[config.mk]
export PLATFORM = sky130hd
export DESIGN_NAME = ks_multiword_add_seq
export DESIGN_NICKNAME = d
export VERILOG_FILES = /design/src/rtl/ks_pkg.sv /design/src/rtl/ks_add16_cin.sv /design/src/rtl/ks_multiword_add_seq.sv
export SDC_FILE = /design/constraint.sdc
export NUM_CORES = 1
export LEC_CHECK = 0
export ABC_AREA = 1
export BUFFER_PORTS_ARGS = -buffer_cell sky130_fd_sc_hd__buf_2
export CAP_MARGIN = 20
export CORE_ASPECT_RATIO = 1.75
export CORE_MARGIN = 2
export CORE_UTILIZATION = 56
export DETAILED_ROUTE_END_ITERATION = 8
export PLACE_DENSITY = 0.81
export SYNTH_ARGS = -nofsm -noshare
export SYNTH_HDL_FRONTEND = slang
export SYNTH_SLANG_ARGS = --single-unit
[constraint.sdc]
create_clock -name clk -period 2.96 [get_ports clk]
set_input_delay 0.296 -clock clk [delete_from_list [all_inputs] [get_ports clk]]
set_output_delay 0.296 -clock clk [all_outputs]
set_load 0.005 [all_outputs]
[src/rtl/ks_pkg.sv]
// Shared definitions for the multi-word Kogge-Stone add/subtract sequencer.
package ks_pkg;

  // Width of one slice, fixed by the prefix adder datapath.
  localparam int SLICE_W = 16;

  // Sequencer states.
  typedef enum logic [1:0] {
    IDLE = 2'd0,
    RUN  = 2'd1,
    DONE = 2'd2
  } state_e;

  // Index width for a slice counter; at least one bit so WORDS=1 still has a register.
  function automatic int clog2(input int words);
    int w;
    w = 1;
    while ((1 << w) < words) begin
      w++;
    end
    return w;
  endfunction

endpackage

[src/rtl/ks_add16_cin.sv]
// 16-bit Kogge-Stone adder with carry-in, purely combinational.
// The carry-in is treated as an extra generate bit at position -1 (vector index 0)
// ahead of the operand bits, so the prefix tree yields every carry including cout.
module ks_add16_cin
  import ks_pkg::*;
(
  input  logic [SLICE_W-1:0] a_i,
  input  logic [SLICE_W-1:0] b_i,
  input  logic               cin_i,
  output logic [SLICE_W-1:0] sum_o,
  output logic               cout_o
);

  // Extended vector: index 0 is the carry-in, index k+1 is operand bit k.
  localparam int N  = SLICE_W + 1;
  localparam int LV = 5;  // ceil(log2(17)) prefix levels

  logic [N-1:0] g_sq;
  logic [N-1:0] p_sq;
  logic [N-1:0] g_pre;
  logic [N-1:0] p_pre;

  // Square cells: bitwise generate/propagate; the carry-in position never propagates.
  assign g_sq[0] = cin_i;
  assign p_sq[0] = 1'b0;
  generate
    for (genvar gi = 0; gi < SLICE_W; gi++) begin : g_square
      assign g_sq[gi+1] = a_i[gi] & b_i[gi];
      assign p_sq[gi+1] = a_i[gi] ^ b_i[gi];
    end
  endgenerate

  // Prefix tree: each level applies the circle cell (g,p) across distance 2^lv.
  // Positions whose span already reaches index 0 behave as triangle cells: their
  // group propagate is 0 because the carry-in position never propagates.
  always_comb begin
    g_pre = g_sq;
    p_pre = p_sq;
    for (int lv = 0; lv < LV; lv++) begin
      g_pre = g_pre | (p_pre & (g_pre << (1 << lv)));
      p_pre = p_pre & (p_pre << (1 << lv));
    end
  end

  // Carry into operand bit k is the group generate over [-1 .. k-1].
  assign sum_o  = p_sq[N-1:1] ^ g_pre[N-2:0];
  assign cout_o = g_pre[N-1];

endmodule

[src/rtl/ks_multiword_add_seq.sv]
// Multi-word add/subtract sequencer: streams WORDS 16-bit slices through a single
// Kogge-Stone slice adder, chaining the registered carry between slices.
module ks_multiword_add_seq
  import ks_pkg::*;
#(
  parameter int WORDS = 4
) (
  input  logic                       clk,
  input  logic                       rst_n,
  input  logic                       in_valid,
  output logic                       in_ready,
  input  logic [WORDS*SLICE_W-1:0]   in_a,
  input  logic [WORDS*SLICE_W-1:0]   in_b,
  input  logic                       in_sub,
  output logic                       out_valid,
  input  logic                       out_ready,
  output logic [WORDS*SLICE_W-1:0]   out_sum,
  output logic                       out_cout,
  output logic                       out_ovf,
  output logic                       busy
);

  localparam int SW = SLICE_W;
  localparam int TW = WORDS * SLICE_W;
  localparam int IW = clog2(WORDS);

  state_e          state_q;
  logic [TW-1:0]   op_a_q;
  logic [TW-1:0]   op_b_q;
  logic [TW-1:0]   sum_q;
  logic [TW-1:0]   sum_d;
  logic            carry_q;
  logic [IW-1:0]   idx_q;
  logic            in_ready_q;
  logic            out_valid_q;
  logic            out_cout_q;
  logic            out_ovf_q;
  logic            busy_q;

  logic [SW-1:0]   slice_a;
  logic [SW-1:0]   slice_b;
  logic [SW-1:0]   slice_s;
  logic            slice_cout;
  logic            last_slice;

  assign slice_a    = op_a_q[int'(idx_q)*SW +: SW];
  assign slice_b    = op_b_q[int'(idx_q)*SW +: SW];
  assign last_slice = (int'(idx_q) == WORDS - 1);

  ks_add16_cin u_add (
    .a_i    (slice_a),
    .b_i    (slice_b),
    .cin_i  (carry_q),
    .sum_o  (slice_s),
    .cout_o (slice_cout)
  );

  // Result register with the current slice merged in at position idx.
  always_comb begin
    sum_d = sum_q;
    sum_d[int'(idx_q)*SW +: SW] = slice_s;
  end

  // Sequencer FSM: capture, stream slices, then hold the result until consumed.
  // Flags are formed in the first DONE cycle from the registered carry and sum,
  // keeping the prefix-adder path out of the flag logic.
  always_ff @(posedge clk or negedge rst_n) begin
    if (!rst_n) begin
      state_q     <= IDLE;
      op_a_q      <= '0;
      op_b_q      <= '0;
      sum_q       <= '0;
      carry_q     <= 1'b0;
      idx_q       <= '0;
      in_ready_q  <= 1'b1;
      out_valid_q <= 1'b0;
      out_cout_q  <= 1'b0;
      out_ovf_q   <= 1'b0;
      busy_q      <= 1'b0;
    end else begin
      case (state_q)
        IDLE: begin
          if (in_valid && in_ready_q) begin
            op_a_q     <= in_a;
            op_b_q     <= in_sub ? ~in_b : in_b;
            carry_q    <= in_sub;
            idx_q      <= '0;
            in_ready_q <= 1'b0;
            busy_q     <= 1'b1;
            state_q    <= RUN;
          end
        end
        RUN: begin
          sum_q   <= sum_d;
          carry_q <= slice_cout;
          idx_q   <= idx_q + 1'b1;
          if (last_slice) begin
            state_q <= DONE;
          end
        end
        DONE: begin
          if (!out_valid_q) begin
            out_valid_q <= 1'b1;
            out_cout_q  <= carry_q;
            out_ovf_q   <= (op_a_q[TW-1] == op_b_q[TW-1]) && (sum_q[TW-1] != op_a_q[TW-1]);
          end else if (out_ready) begin
            out_valid_q <= 1'b0;
            in_ready_q  <= 1'b1;
            busy_q      <= 1'b0;
            state_q     <= IDLE;
          end
        end
        default: begin
          state_q <= IDLE;
        end
      endcase
    end
  end

  assign in_ready  = in_ready_q;
  assign out_valid = out_valid_q;
  assign out_sum   = sum_q;
  assign out_cout  = out_cout_q;
  assign out_ovf   = out_ovf_q;
  assign busy      = busy_q;

endmodule

==> key figures <==
Floorplan
  • Die Y: 182 um
  • I/O Pins: 202
  • CORE AREA: ~18,000 um^2
  • Num rows: 65
  • Die width: around 110 um
  • DIE AREA: 19,200 um^2
  • Initial Utilization: 56.6%

STA
  • RSZ-0062 raised after global routing: false
  • Tmin final: between 2 and 3 ns
  • Final Max Slew Viols: 0
  • Worst slew pin tran: 0.913 ns
  • Hold Fails Final Rpt: 0
  • Headroom to the max-slew limit: 39.1%
  • Fin crit share: between 90 and 100%
  • Setup Viol. Count Final: 0
  • TNS Setup: 0 ns
  • F_max: between 300 and 400 MHz
  • Hold slack final: 0.00404 ns
  • Clk_skew: 0.0211 ns

Clock tree
  • Setup repair bufs after CTS: 0
  • CTS Sinks: between 200 and 250
  • H-tree levels: 1
  • Clk buf depth: 3
  • Clk root buf: clkbuf_16
  • TritonCTS clock tree: done
  • Clk slew on worst S/H paths: 0.07 ns
  • CTS Buf Count: 18
  • Worst skew pair latency: 0.50 ns

Setup path
  • Worst EP required: 3.39 ns
  • CP arrival: between 3 and 4 ns
  • Worst setup EP type: register
  • Reg2reg start: idx_q[0]
  • Crit start category: register
  • Crit path from: idx_q[0]
  • CP Max Fanout: 36
  • Crit Path Class: reg -> reg

Layout
  • # fillers: 1,503
  • Commonest non-fill, non-tap cell in the layout: nand2_1
  • Antenna Cells: 0
  • Layout Area Growth over Synthesis: 20.8%
  • Post-route cell area: about 12,000 um^2
  • Storage element area: 5060 um^2
  • Multi-input gate area: around 4600 um^2
  • Share of layout cells above drive strength 1: 18.4%
  • Most frequent cells in the layout: 482 x nand2_1, 200 x dfrtp_1, 199 x buf_2
  • Final net count: 1,609
  • Core Util, Final: 68.3%

Job
  • Maxcap violations: 0

GRT
  • Total gr overflow: 0
  • Global-route wire length before repair: approximately 45,000 um
  • Global-route usage over all layers: 29.3%
  • Antenna violations before repair: 0
  • Vias in the first global route: roughly 9,200
  • Largest net degree at the start of global routing: around 90

Routing
  • Wirelength, routed: 28,000 um
  • Via count: 9,281
  • Detail-routed via count per cell: around 5.5
  • TritonRoute pass-1 iters: 5
  • Wire length per cell: 16.5 um
  • First DRT Iteration DRCs: 665
  • DRC: 0
  • Routed Antenna Nets: 0

Power
  • Seq pwr share: 49.6%
  • Comb power frac: approximately 5%
  • Pleak: 6.67 nW
  • P_int: 0.00439 W
  • Power density cells: 455 nW/um^2
  • Maximum vdd ir drop: around 0.00044 V
  • Switching fraction of total power: 21.2%
  • Switching pwr: 0.00118 W
  • Power Total: 0.00557 W
  • Clock power frac: 45.3%

Placed design
  • Placed cell areas: 11,400 um^2
  • DP HPWL: 20,000 um
  • PortBufs: 201
  • Routability Congestion: about 0.93

Worst hold path
  • Hold Path Class: in -> reg
  • Hold Path Origin: in_a[62]

Yosys
  • Seq/Total Area, Yosys: 50.0%
  • Cell Area, Synth: 10,100 um^2
  • Distinct cells, synth: 34
  • Cells after Synth: approximately 1,300
  • Synthesized flop and latch total: 202
  • Warnings from Yosys: 0
  • Synth Net Count: 1,419
  • Avg Cell Area, Syn: 8.01 um^2

Run status
  • Outcome: completed
-- power by group through the flow --
stage	Clock (W)	Combinational (W)	Sequential (W)
floorplan	0	0.0000916	0.00281
global placement	0	0.000271	0.00281
detailed placement	0	0.000273	0.00281
CTS	0.00255	0.000291	0.00276
global route	0.00266	0.000315	0.00276
finish	0.00252	0.000286	0.00276
-- final timing paths --
kind	endpoint	slack, ns	cells past startpoint
min in group asynchronous	op_a_q[20]	0.38	2
max	out_sum[63]	0.23	14
max reg2reg	out_sum[63]	0.23	14
min	op_a_q[62]	0.004	3
max in group asynchronous	op_b_q[4]	1.65	3
min reg2reg	op_a_q[40]	0.47	2
-- kinds of logic (layout without fill, tap and decap cells) --
| family | count (synthesis) | count (layout) | synth area share (%) |
|---|---|---|---|
| AND/OR/NAND/NOR | 620 | 620 | 24.5 |
| flip-flops | 202 | 202 | 50.0 |
| adder cells (fa/ha/maj) | 23 | 23 | 2.92 |
| XOR/XNOR | 72 | 72 | 6.23 |
| buffers and inverters | 136 | 338 | 5.28 |
| AO/OA/AOI/OAI | 210 | 210 | 11.1 |
-- per-layer routing --
layer / share of wire [%] / wire length [um] / GRT usage [%]
met4: 6.6 / 1860 / 17.6
met5: 0 / 0 / 0
met1: 37 / 10400 / 33.9
met2: 51 / 14400 / 51.9
met3: 4.8 / 1340 / 3.05
-- cell usage after synthesis (all sizes together) --
master / instances / area share (%)
nand2: 487 / 18
dfrtp: 201 / 50
o21ai: 152 / 7.5
nor2: 84 / 3.3
inv: 70 / 2.6
xnor2: 64 / 5.5
clkbuf: 47 / 1.7
o22ai: 30 / 1.9
ha: 22 / 2.7
nand3: 22 / 1.1
buf: 19 / 0.94
nand4: 18 / 1.2
a21oi: 16 / 0.79
xor2: 8 / 0.69
a22o: 6 / 0.52
nor3: 5 / 0.47
a32oi: 2 / 0.17
nand3b: 2 / 0.15
o31ai: 2 / 0.15
a211oi: 1 / 0.074
and2: 1 / 0.062
dfstp: 1 / 0.26
fa: 1 / 0.20
o21a: 1 / 0.074
or2: 1 / 0.062
-- metrics by stage --
step           cells  worst slack (ns)
2_1_floorplan   1263             0.458
4_1_cts         1698             0.129
3_5_place_dp    1650             0.167
5_1_grt         1699            0.0494
6_report        1699             0.226
3_3_place_gp    1650             0.289
-- registers in the layout, summed over array words and instances, names as in the netlist --
signal / count
op_a_q: 64
op_b_q: 64
out_sum: 64
idx_q: 2
state_q: 2
busy: 1
carry_q: 1
in_ready: 1
out_cout: 1
out_ovf: 1
out_valid: 1
-- area by class of cell --
| class | count | area share [%] |
|---|---|---|
| Timing Repair Buffer | 236 | 11.6 |
| Tap cell | 234 | 2.39 |
| Inverter | 70 | 2.17 |
| Multi-Input combinational cell | 925 | 37.3 |
| Sequential cell | 202 | 41.4 |
| Clock inverter | 6 | 0.952 |
| Clock buffer | 26 | 4.26 |
-- worst max-delay path: stages (launching register included) --
cell     delay (ns)
dfrtp_2        0.46
inv_2          0.11
buf_12         0.18
o21ai_0        0.09
o22ai_1        0.34
ha_1           0.37
nand2_1        0.15
inv_1          0.08
nand2_1        0.07
nand2_1        0.07
a21oi_1        0.19
nand3_1        0.10
nand2_1        0.16
nand4_1        0.16
nand2_1        0.12
-- what timing repair did --
item / CTS / global route
endpoints found under the setup margin: 0 / 15
resized for setup: 0 / 6
endpoints found under the hold margin: 84 / 0
hold buffers: 16 / 0
Power figures use the tool's default switching activity.
